## src/rtl/sram1_arbiter_if.sv

```systemverilog
// rtl/sram1_arbiter_if.sv - request/response and memory-port bundle for sram1_arbiter
//
// Purpose: groups the two requester ports, the status output and the single
// SRAM 1 memory port so the arbiter and its environment share one connection.
// Signals:
//   req0/req1, we0/we1, addr0/addr1, wdata0/wdata1 : requests, held until ack
//   ack0/ack1, err0/err1, rdata0/rdata1            : one-cycle completion per port
//   busy                                           : arbiter not in IDLE
//   mem_address, mem_data_in, mem_read_write       : access to SRAM 1
//   mem_data_out                                   : SRAM 1 read data
// Modports: slave = arbiter side, master = requesters plus memory side.

interface sram1_arbiter_if;
   logic        req0;
   logic        req1;
   logic        we0;
   logic        we1;
   logic [31:0] addr0;
   logic [31:0] addr1;
   logic [31:0] wdata0;
   logic [31:0] wdata1;
   logic        ack0;
   logic        ack1;
   logic        err0;
   logic        err1;
   logic [31:0] rdata0;
   logic [31:0] rdata1;
   logic        busy;
   logic [31:0] mem_address;
   logic [31:0] mem_data_in;
   logic        mem_read_write;
   logic [31:0] mem_data_out;

   modport slave (
      input  req0, req1, we0, we1, addr0, addr1, wdata0, wdata1, mem_data_out,
      output ack0, ack1, err0, err1, rdata0, rdata1, busy,
             mem_address, mem_data_in, mem_read_write
   );

   modport master (
      output req0, req1, we0, we1, addr0, addr1, wdata0, wdata1, mem_data_out,
      input  ack0, ack1, err0, err1, rdata0, rdata1, busy,
             mem_address, mem_data_in, mem_read_write
   );
endinterface

```

## src/rtl/sram1_arbiter.sv

```systemverilog
// rtl/sram1_arbiter.sv - two-port round-robin arbiter and sequencer for SRAM 1
//
// Purpose: decodes the SRAM 1 window, serialises port 0 (fetch) and port 1
// (load/store) accesses onto the single memory port and returns a one-cycle
// acknowledge with read data. Out-of-window requests get an error acknowledge
// without touching memory.
// Ports:
//   clock : rising-edge clock
//   reset : synchronous, active-high
//   bus   : sram1_arbiter_if.slave (requests, responses, busy, memory port)
// Every output is a flop; there is no combinational input-to-output path.

module sram1_arbiter #(
   parameter logic [31:0] BASE_ADDR = 32'h2000_0000,
   parameter logic [31:0] LAST_ADDR = 32'h2001_7FFF,
   parameter logic [31:0] IDLE_ADDR = 32'h0000_0000
) (
   input logic           clock,
   input logic           reset,
   sram1_arbiter_if.slave bus
);

   typedef enum logic [1:0] {
      IDLE    = 2'd0,
      ACCESS  = 2'd1,
      CAPTURE = 2'd2,
      ACK     = 2'd3
   } state_t;

   state_t      state_q, state_d;
   logic        prio_q, prio_d;
   logic        port_q, port_d;
   logic        we_q, we_d;
   logic        ack0_q, ack0_d;
   logic        ack1_q, ack1_d;
   logic        err0_q, err0_d;
   logic        err1_q, err1_d;
   logic [31:0] rdata0_q, rdata0_d;
   logic [31:0] rdata1_q, rdata1_d;
   logic        busy_q, busy_d;
   logic [31:0] mem_address_q, mem_address_d;
   logic [31:0] mem_data_in_q, mem_data_in_d;
   logic        mem_read_write_q, mem_read_write_d;

   logic        gnt;
   logic        sel_we;
   logic [31:0] sel_addr;
   logic [31:0] sel_wdata;

   function automatic logic in_window(input logic [31:0] a);
      return (a >= BASE_ADDR) && (a <= LAST_ADDR);
   endfunction

   always_comb begin
      state_d          = state_q;
      prio_d           = prio_q;
      port_d           = port_q;
      we_d             = we_q;
      ack0_d           = 1'b0;
      ack1_d           = 1'b0;
      err0_d           = 1'b0;
      err1_d           = 1'b0;
      rdata0_d         = rdata0_q;
      rdata1_d         = rdata1_q;
      mem_address_d    = IDLE_ADDR;
      mem_data_in_d    = 32'h0;
      mem_read_write_d = 1'b0;

      // A lone requester wins outright; a tie goes to the priority bit.
      gnt       = (bus.req0 && bus.req1) ? prio_q : bus.req1;
      sel_we    = gnt ? bus.we1    : bus.we0;
      sel_addr  = gnt ? bus.addr1  : bus.addr0;
      sel_wdata = gnt ? bus.wdata1 : bus.wdata0;

      case (state_q)
         IDLE: begin
            if (bus.req0 || bus.req1) begin
               port_d = gnt;
               we_d   = sel_we;
               prio_d = ~gnt;
               if (in_window(sel_addr)) begin
                  // Memory-port flops are loaded here so they are stable for
                  // the whole ACCESS cycle; they hold the latched request.
                  state_d          = ACCESS;
                  mem_address_d    = sel_addr;
                  mem_data_in_d    = sel_wdata;
                  mem_read_write_d = sel_we;
               end else begin
                  state_d = ACK;
                  if (gnt) begin
                     ack1_d   = 1'b1;
                     err1_d   = 1'b1;
                     rdata1_d = 32'h0;
                  end else begin
                     ack0_d   = 1'b1;
                     err0_d   = 1'b1;
                     rdata0_d = 32'h0;
                  end
               end
            end
         end
         ACCESS: begin
            if (we_q) begin
               state_d = ACK;
               if (port_q) begin
                  ack1_d   = 1'b1;
                  rdata1_d = 32'h0;
               end else begin
                  ack0_d   = 1'b1;
                  rdata0_d = 32'h0;
               end
            end else begin
               state_d = CAPTURE;
            end
         end
         CAPTURE: begin
            // Memory presents read data during this cycle; capture it
            // straight into the granted port's rdata flop.
            state_d = ACK;
            if (port_q) begin
               ack1_d   = 1'b1;
               rdata1_d = bus.mem_data_out;
            end else begin
               ack0_d   = 1'b1;
               rdata0_d = bus.mem_data_out;
            end
         end
         ACK: begin
            state_d = IDLE;
         end
         default: begin
            state_d = IDLE;
         end
      endcase

      busy_d = (state_d != IDLE);
   end

   always_ff @(posedge clock) begin
      if (reset) begin
         state_q          <= IDLE;
         prio_q           <= 1'b0;
         port_q           <= 1'b0;
         we_q             <= 1'b0;
         ack0_q           <= 1'b0;
         ack1_q           <= 1'b0;
         err0_q           <= 1'b0;
         err1_q           <= 1'b0;
         rdata0_q         <= 32'h0;
         rdata1_q         <= 32'h0;
         busy_q           <= 1'b0;
         mem_address_q    <= IDLE_ADDR;
         mem_data_in_q    <= 32'h0;
         mem_read_write_q <= 1'b0;
      end else begin
         state_q          <= state_d;
         prio_q           <= prio_d;
         port_q           <= port_d;
         we_q             <= we_d;
         ack0_q           <= ack0_d;
         ack1_q           <= ack1_d;
         err0_q           <= err0_d;
         err1_q           <= err1_d;
         rdata0_q         <= rdata0_d;
         rdata1_q         <= rdata1_d;
         busy_q           <= busy_d;
         mem_address_q    <= mem_address_d;
         mem_data_in_q    <= mem_data_in_d;
         mem_read_write_q <= mem_read_write_d;
      end
   end

   assign bus.ack0           = ack0_q;
   assign bus.ack1           = ack1_q;
   assign bus.err0           = err0_q;
   assign bus.err1           = err1_q;
   assign bus.rdata0         = rdata0_q;
   assign bus.rdata1         = rdata1_q;
   assign bus.busy           = busy_q;
   assign bus.mem_address    = mem_address_q;
   assign bus.mem_data_in    = mem_data_in_q;
   assign bus.mem_read_write = mem_read_write_q;

endmodule

```

## src/flat_wrapper.sv

```systemverilog
// flat-port wrapper written by rule: the top's interface ports become plain ports
module sram1_arbiter_flat 
#(
   parameter logic [31:0] BASE_ADDR = 32'h2000_0000,
   parameter logic [31:0] LAST_ADDR = 32'h2001_7FFF,
   parameter logic [31:0] IDLE_ADDR = 32'h0000_0000
)
  (clock, reset, bus_req0, bus_req1, bus_we0, bus_we1, bus_addr0, bus_addr1, bus_wdata0, bus_wdata1, bus_mem_data_out, bus_ack0, bus_ack1, bus_err0, bus_err1, bus_rdata0, bus_rdata1, bus_busy, bus_mem_address, bus_mem_data_in, bus_mem_read_write);
  sram1_arbiter_if bus_i ();
  input logic clock;
  input logic reset;
  input wire logic [$bits(bus_i.req0)-1:0] bus_req0;
  input wire logic [$bits(bus_i.req1)-1:0] bus_req1;
  input wire logic [$bits(bus_i.we0)-1:0] bus_we0;
  input wire logic [$bits(bus_i.we1)-1:0] bus_we1;
  input wire logic [$bits(bus_i.addr0)-1:0] bus_addr0;
  input wire logic [$bits(bus_i.addr1)-1:0] bus_addr1;
  input wire logic [$bits(bus_i.wdata0)-1:0] bus_wdata0;
  input wire logic [$bits(bus_i.wdata1)-1:0] bus_wdata1;
  input wire logic [$bits(bus_i.mem_data_out)-1:0] bus_mem_data_out;
  output wire logic [$bits(bus_i.ack0)-1:0] bus_ack0;
  output wire logic [$bits(bus_i.ack1)-1:0] bus_ack1;
  output wire logic [$bits(bus_i.err0)-1:0] bus_err0;
  output wire logic [$bits(bus_i.err1)-1:0] bus_err1;
  output wire logic [$bits(bus_i.rdata0)-1:0] bus_rdata0;
  output wire logic [$bits(bus_i.rdata1)-1:0] bus_rdata1;
  output wire logic [$bits(bus_i.busy)-1:0] bus_busy;
  output wire logic [$bits(bus_i.mem_address)-1:0] bus_mem_address;
  output wire logic [$bits(bus_i.mem_data_in)-1:0] bus_mem_data_in;
  output wire logic [$bits(bus_i.mem_read_write)-1:0] bus_mem_read_write;
  assign bus_i.req0 = bus_req0;
  assign bus_i.req1 = bus_req1;
  assign bus_i.we0 = bus_we0;
  assign bus_i.we1 = bus_we1;
  assign bus_i.addr0 = bus_addr0;
  assign bus_i.addr1 = bus_addr1;
  assign bus_i.wdata0 = bus_wdata0;
  assign bus_i.wdata1 = bus_wdata1;
  assign bus_i.mem_data_out = bus_mem_data_out;
  assign bus_ack0 = bus_i.ack0;
  assign bus_ack1 = bus_i.ack1;
  assign bus_err0 = bus_i.err0;
  assign bus_err1 = bus_i.err1;
  assign bus_rdata0 = bus_i.rdata0;
  assign bus_rdata1 = bus_i.rdata1;
  assign bus_busy = bus_i.busy;
  assign bus_mem_address = bus_i.mem_address;
  assign bus_mem_data_in = bus_i.mem_data_in;
  assign bus_mem_read_write = bus_i.mem_read_write;
  sram1_arbiter #(.BASE_ADDR(BASE_ADDR), .LAST_ADDR(LAST_ADDR), .IDLE_ADDR(IDLE_ADDR)) u_core (.clock(clock), .reset(reset), .bus(bus_i));
endmodule
```

## config.mk

```make
export PLATFORM = sky130hd
export DESIGN_NAME = sram1_arbiter_flat
export DESIGN_NICKNAME = d
export VERILOG_FILES = /design/src/rtl/sram1_arbiter_if.sv /design/src/rtl/sram1_arbiter.sv /design/src/flat_wrapper.sv
export SDC_FILE = /design/constraint.sdc
export NUM_CORES = 1
export LEC_CHECK = 0
export BUFFER_PORTS_ARGS = -buffer_cell sky130_fd_sc_hd__buf_2
export CORE_AREA = 5 5 114 116
export CTS_CLUSTER_DIAMETER = 40
export CTS_CLUSTER_SIZE = 28
export DETAILED_ROUTE_END_ITERATION = 10
export DIE_AREA = 0 0 119 121
export PLACE_DENSITY = 0.84
export SLEW_MARGIN = 40
export SYNTH_ARGS = -nofsm -noshare
export SYNTH_HDL_FRONTEND = slang
export SYNTH_SLANG_ARGS = --single-unit
```

## constraint.sdc

```tcl
create_clock -name clock -period 3.7 [get_ports clock]
set_input_delay 0 -clock clock [delete_from_list [all_inputs] [get_ports clock]]
set_output_delay 0 -clock clock [all_outputs]
set_load 0.05 [all_outputs]
```

==> results of run 1 <==
## metrics by stage
stage                     instances  setup slack [ns]
after global routing           1209             0.493
after CTS                      1201             0.887
final                          1210             0.543
after detailed placement       1034              1.42
after floorplan                 629              1.77
after global placement         1034              1.17
## report_power, final
part / switching (mW) / total [mW] / internal [mW]
sequential: 0.101 / 1.73 / 1.63
clock: 0.662 / 1.73 / 1.07
combinational: 1.09 / 1.53 / 0.441
## final timing paths
check,from,endpoint,slack [ns],depth (start not counted)
worst min register to register,u_core.bus.rdata1[27],u_core.bus.rdata1[27],0.51,1
worst max register to register,u_core.prio_q,u_core.bus.mem_data_in[24],0.54,7
worst min-delay path,bus_req0,u_core.port_q,0.04,4
worst max-delay path,u_core.prio_q,u_core.bus.mem_data_in[24],0.54,7
## cell families (layout without fill, tap and decap cells)
kind of cell,after synthesis,in the layout,share of synthesized area [%]
flip-flops,139,139,50.2
AO/OA/AOI/OAI,194,194,27.0
AND/OR/NAND/NOR,217,217,16.1
buffers and inverters,57,482,5.01
multiplexers,3,3,0.541
adder cells (fa/ha/maj),5,5,1.13
other,1,23,0.0676
## worst reg2reg max path, stage by stage (launching register included)
cell and delay [ns]:
dfxtp_1 0.38, nand2b_4 0.17, and2_2 0.42, mux2i_1 0.37
o21ai_2 0.18, or3_4 0.66, a21oi_1 0.31, dlygate4sd3_1 0.61
## final cells by class
class	instances	area [um2]
Timing Repair Buffer	445	2930
Sequential cell	139	2780
Fill cell	692	2720
Multi-Input combinational cell	433	2560
Clock buffer	19	443
Tap cell	147	184
Clock inverter	13	150
Antenna cell	9	22.5
Inverter	5	18.8
## state kept, by name (all words and copies together), names as in the netlist
name                       flops
u_core.bus.rdata1             32
u_core.bus.err0                1
u_core.bus.ack0                1
u_core.bus.busy                1
u_core.bus.ack1                1
u_core.bus.rdata0             32
u_core.state_q                 2
u_core.prio_q                  1
u_core.bus.mem_read_write      1
u_core.bus.mem_data_in        32
u_core.bus.err1                1
u_core.bus.mem_address        32
u_core.port_q                  1
u_core.we_q                    1
## layout by cell type, fill, tap and decap left out, types with 3 or more instances in the layout
| cell type | instances |
|---|---|
| a21oi_1 | 49 |
| a21oi_2 | 9 |
| a221o_1 | 64 |
| a22oi_1 | 65 |
| and3_1 | 4 |
| buf_2 | 299 |
| buf_4 | 11 |
| bufinv_16 | 3 |
| clkbuf_16 | 17 |
| clkinv_2 | 7 |
| conb_1 | 14 |
| dfxtp_1 | 139 |
| diode_2 | 9 |
| dlygate4sd3_1 | 135 |
| ha_1 | 5 |
| inv_1 | 5 |
| mux2i_1 | 3 |
| nand2_1 | 108 |
| nand3_1 | 4 |
| nand4_1 | 3 |
| nor2_1 | 75 |
| nor3_1 | 5 |
| nor4_1 | 4 |
## per-layer routing
layer | GRT usage, % | up-vias | share of wire (%)
met3 | 10.7 | 166 | 11
li1 | - | 3081 | -
met1 | 38.5 | 3336 | 34
met4 | 24.0 | 0 | 7.7
met2 | 58.4 | 645 | 48
met5 | 0 | - | 0
==> qor.txt, run 1 <==
clk_skew -> 0.0141 ns
Critical path buffers and inverters -> 1
first-pass GRT wire length -> 39800 um
critical path's slowest cell -> or3_4
Overflow after GRT -> 0
core area -> 11800 um2
Routed Antenna Nets -> 0
CTS Buffer Depth -> 2
synth cell count leaders -> 139 x dfxtp_1, 109 x nand2_1, 77 x nor2_1
Final min period -> 3.16 ns
Final Max Tran Viols -> 0
# DRC -> 0
crit path cell chain -> nand2b_4 > and2_2 > mux2i_1 > o21ai_2 > or3_4 > a21oi_1 > dlygate4sd3_1
Die H -> 121 um
worst min path class -> in -> reg
# port buffers -> 299
most area-hungry cell type in the Yosys netlist -> dfxtp_1
largest net degree at the start of global routing -> 52
Synth Flop Type -> dfxtp_1
CP max FO -> 51
final instance area -> 9090 um2
Rel. slew slack -> 45.3%
Placer Congestion -> 0.938
Syn-to-layout area delta -> 63.8%
post-cts repair resize count -> 0
Clk Latency, worst-skew pair -> 0.42 ns
synthesized cell area -> 5550 um2
fmax -> 317 MHz
Pre-antenna DRT Iters -> 8
via count -> 7228
Final Hold Fails -> 0
Static Leak -> 4.50 nW
Layout Utilization -> 76.9%
top cell type's share of synthesized area -> 50.2%
Mapped Cells -> 616
Syn Area/Cell -> 9.00 um2
# clock sinks -> 139
placed cell area -> 7120 um2
root buffer cell -> clkbuf_16
CP arrival -> 3.52 ns
row count -> 40
Critical Path RT -> 4.06 ns
nets -> 1212
Via density -> 5.97
Synth area leaders -> dfxtp_1 50%, a221o_1 12%, a22oi_1 8.8%
Initial Util -> 47.0%
max-cap viol count -> 0
slowest stage delay, CP -> 0.66 ns
#FFs+latches synth -> 139
PD cells -> 550 nW/um2
GRT Util Overall -> 35.1%
Peak VDD IR -> 0.325 mV
Die Wd -> 119 um
WS Path Type -> reg -> reg
H-tree Lvls -> 4
Final period util -> 85.3%
CTS Hold Buffers Added -> 135
post-CTS setup buffers -> 0
share of the yosys chip area belonging to registers -> 50.2%
initial antenna violation count -> 7
number of enable flip-flop cells after synthesis -> 0
CTS tree -> built
I/O pin total -> 300
Die ar. -> 14400 um2
total power -> 5.00 mW
Least-Margin Pin Slew -> 0.821 ns
vias in the first global route -> 7090
async set or reset register ratio after synthesis -> 0%
status -> finished clean
post-synth cell types -> 32
worst hold margin -> 0.0433 ns
fraction of layout cells with a size suffix above 1 -> 34.2%
delay-heaviest family, CP -> simple AND/OR/NAND/NOR gates
CP startpoint kind -> flip-flop
clk slew on worst S/H paths -> 0.06 ns
most frequent cell after synthesis -> dfxtp_1
CTS Buf Count -> 17
RSZ-0062 raised after global routing -> false
Final setup viols -> 0
total negative slack -> 0 ns
Total Routed Length -> 26800 um
WL per Instance -> 22.1 um
DP Wirelength -> 14100 um
initial drt markers -> 991
Worst setup EP type -> flip-flop
Ys Warns -> 0
No activity file was read; power rests on OpenSTA's default activity.
==> inputs of run 2 (changes only) <==
- CORE_AREA: 5 5 114 116 -> 5 5 159 85
- DIE_AREA: 0 0 119 121 -> 0 0 164 90
- PLACE_DENSITY: 0.84 -> 0.83
==> run 2 against run 1 <==
Against the previous run:
- worst setup slack gained 0.35 ns
- die area increased by 2.5%
- clock power is 3% higher
- register-to-register slack better by 0.35 ns
- non-clock buffer count is 1 lower
- utilization is 1.8 points lower
- final cell count increased by 1.1%
- clock skew is 0.0022 ns higher
==> qor.txt, run 2 (synthesis gave the netlist of run 1 again) <==
status -> finished clean
Final min period -> 2.81 ns (-0.351 ns)
Total Routed Length -> 23000 um (-14%)
# port buffers -> 299 (unchanged)
DP Wirelength -> 13700 um (-3.2%)
Final Hold Fails -> 0 (unchanged)
Routed Antenna Nets -> 0 (unchanged)
register area -> 2780 um2 (unchanged)
PD cells -> 552 nW/um2 (+0.39%)
Via density -> 5.55 (-7.1%)
nets -> 1211 (-0.083%)
delay-heaviest family, CP -> simple AND/OR/NAND/NOR gates
initial antenna violation count -> 0 (-7)
max-cap viol count -> 0 (unchanged)
worst min path class -> in -> reg
Multi-input gate area -> 2550 um2 (about the same)
CTS Buf Count -> 17 (unchanged)
busiest layer in global routing -> met2
crit path capture -> u_core.bus.mem_data_in[12]
Worst setup EP type -> flip-flop
# clock sinks -> 139 (unchanged)
Die ar. -> 14800 um2 (+2.5%)
CP startpoint kind -> flip-flop
total power -> 5.03 mW (+0.58%)
Least-Margin Pin Slew -> 0.842 ns (+0.0214 ns)
Layout Utilization -> 75.1% (-1.8 points)
r2r startpoint -> u_core.prio_q
grt met1 use -> 37.2% (-1.3 points)
Clk Latency, worst-skew pair -> 0.40 ns (-0.02 ns)
initial drt markers -> 790 (-20%)
WS Path Type -> reg -> reg
Placer Congestion -> 0.934 (-0.47%)
CP max FO -> 51 (unchanged)
Crit path depth -> 7 (unchanged)
Final Max Tran Viols -> 0 (unchanged)
Die H -> 90 um (-26%)
crit path cell chain -> nand2b_4 > and2_2 > mux2i_1 > o21ai_2 > or3_4 > a21oi_1 > dlygate4sd3_1
fill count -> 843 (+22%)
Final setup viols -> 0 (unchanged)
RR Endpoint -> u_core.bus.mem_data_in[12]
total negative slack -> 0 ns (unchanged)
H-tree Lvls -> 4 (unchanged)
Syn-to-layout area delta -> 64.2%
post-CTS setup buffers -> 0 (unchanged)
vias in the first global route -> 6502 (-8.3%)
root buffer cell -> clkbuf_16
met2 GRT Util -> 46.2% (-12 points)
largest net degree at the start of global routing -> 52 (unchanged)
Static Leak -> 4.50 nW (about the same)
Diodes inserted -> 0 (-9)
WL per Instance -> 18.8 um (-15%)
Critical Path RT -> 4.03 ns (-0.03 ns)
final instance area -> 9100 um2 (+0.19%)
Overflow after GRT -> 0 (unchanged)
fmax -> 356 MHz (+12%)
placed cell area -> 7150 um2 (+0.37%)
FF-to-FF path depth -> 7 (unchanged)
Die Wd -> 164 um (+38%)
Critical path buffers and inverters -> 1 (unchanged)
first-pass GRT wire length -> 34700 um (-13%)
via count -> 6788 (-6.1%)
R2R setup slack -> 0.89 ns (+0.35 ns)
GRT Util Overall -> 29.1% (-6.0 points)
Initial Util -> 45.8% (-1.2 points)
RSZ-0062 raised after global routing -> false
row count -> 29 (-28%)
Rel. slew slack -> 43.7% (-1.6 points)
CTS tree -> built
core area -> 12100 um2 (+2.6%)
Final period util -> 75.8% (-9.5 points)
critical path's slowest cell -> or3_4
clk_skew -> 0.0163 ns (+0.00221 ns)
Peak VDD IR -> 0.354 mV (+8.7%)
I/O pin total -> 300 (unchanged)
fraction of layout cells with a size suffix above 1 -> 34.1% (-0.063 points)
Pre-antenna DRT Iters -> 6 (-2)
# DRC -> 0 (unchanged)
CP arrival -> 3.14 ns (-0.38 ns)
slowest stage delay, CP -> 0.65 ns (about the same)
post-cts repair resize count -> 0 (unchanged)
routing usage on met3 -> 7.68% (-3.0 points)
Worst Setup SP -> u_core.prio_q
most frequent cells in the layout -> 299 x buf_2, 139 x dfxtp_1, 134 x dlygate4sd3_1, 109 x nand2_1, 75 x nor2_1
CTS Buffer Depth -> 2 (unchanged)
clk slew on worst S/H paths -> 0.07 ns (about the same)
most common cell after layout, fill and taps aside -> buf_2
worst hold margin -> 0.0267 ns (-0.0166 ns)
==> run 2: worst min-delay path, stage by stage <==
cell and delay, ns:
buf_2 0.13, nand2b_4 0.07, nand3_1 0.10, a21oi_1 0.06
==> run 2: metal layers <==
metal	routed length (um)	up-vias
li1	-	3076
met1	9140	3188
met2	10700	438
met3	2230	86
met4	859	0
met5	0	-
==> run 2: final cells by class <==
type,instances,area share [%]
Clock buffer,20,5.02
Inverter,5,0.206
Tap cell,170,2.34
Multi-Input combinational cell,433,28.0
Clock inverter,12,1.76
Timing Repair Buffer,444,32.1
Sequential cell,139,30.6
==> run 2: repair_timing <==
action | in CTS | in global routing
hold endpoints to repair | 116 | 0
setup endpoints to repair | 0 | 0
hold buffers | 134 | 0
==> run 2: worst min-delay path by stage <==
stage / start / end / cells past startpoint
6_report: bus_req0 / u_core.port_q / 4
5_1_grt: bus_req0 / u_core.port_q / 4
4_1_cts: bus_req0 / u_core.port_q / 4
3_5_place_dp: bus_addr1[7] / u_core.bus.mem_address[7] / 3
3_3_place_gp: bus_addr1[2] / u_core.bus.mem_address[2] / 3
2_1_floorplan: bus_addr1[10] / u_core.bus.mem_address[10] / 2
==> run 2: report_power, final <==
| group | switching (mW) | total, mW | internal [mW] |
|---|---|---|---|
| Sequential | 0.0993 | 1.73 | 1.63 |
| Clock | 0.675 | 1.78 | 1.11 |
| Combinational | 1.07 | 1.51 | 0.439 |
| Total | 1.85 | 5.03 | 3.18 |
==> run 2: through the flow <==
step | setup WS [ns] | std cells
2_1_floorplan | 1.77 | 629
3_3_place_gp | 1.37 | 1057
3_5_place_dp | 1.46 | 1057
4_1_cts | 1.05 | 1223
5_1_grt | 0.797 | 1223
6_report | 0.894 | 1223
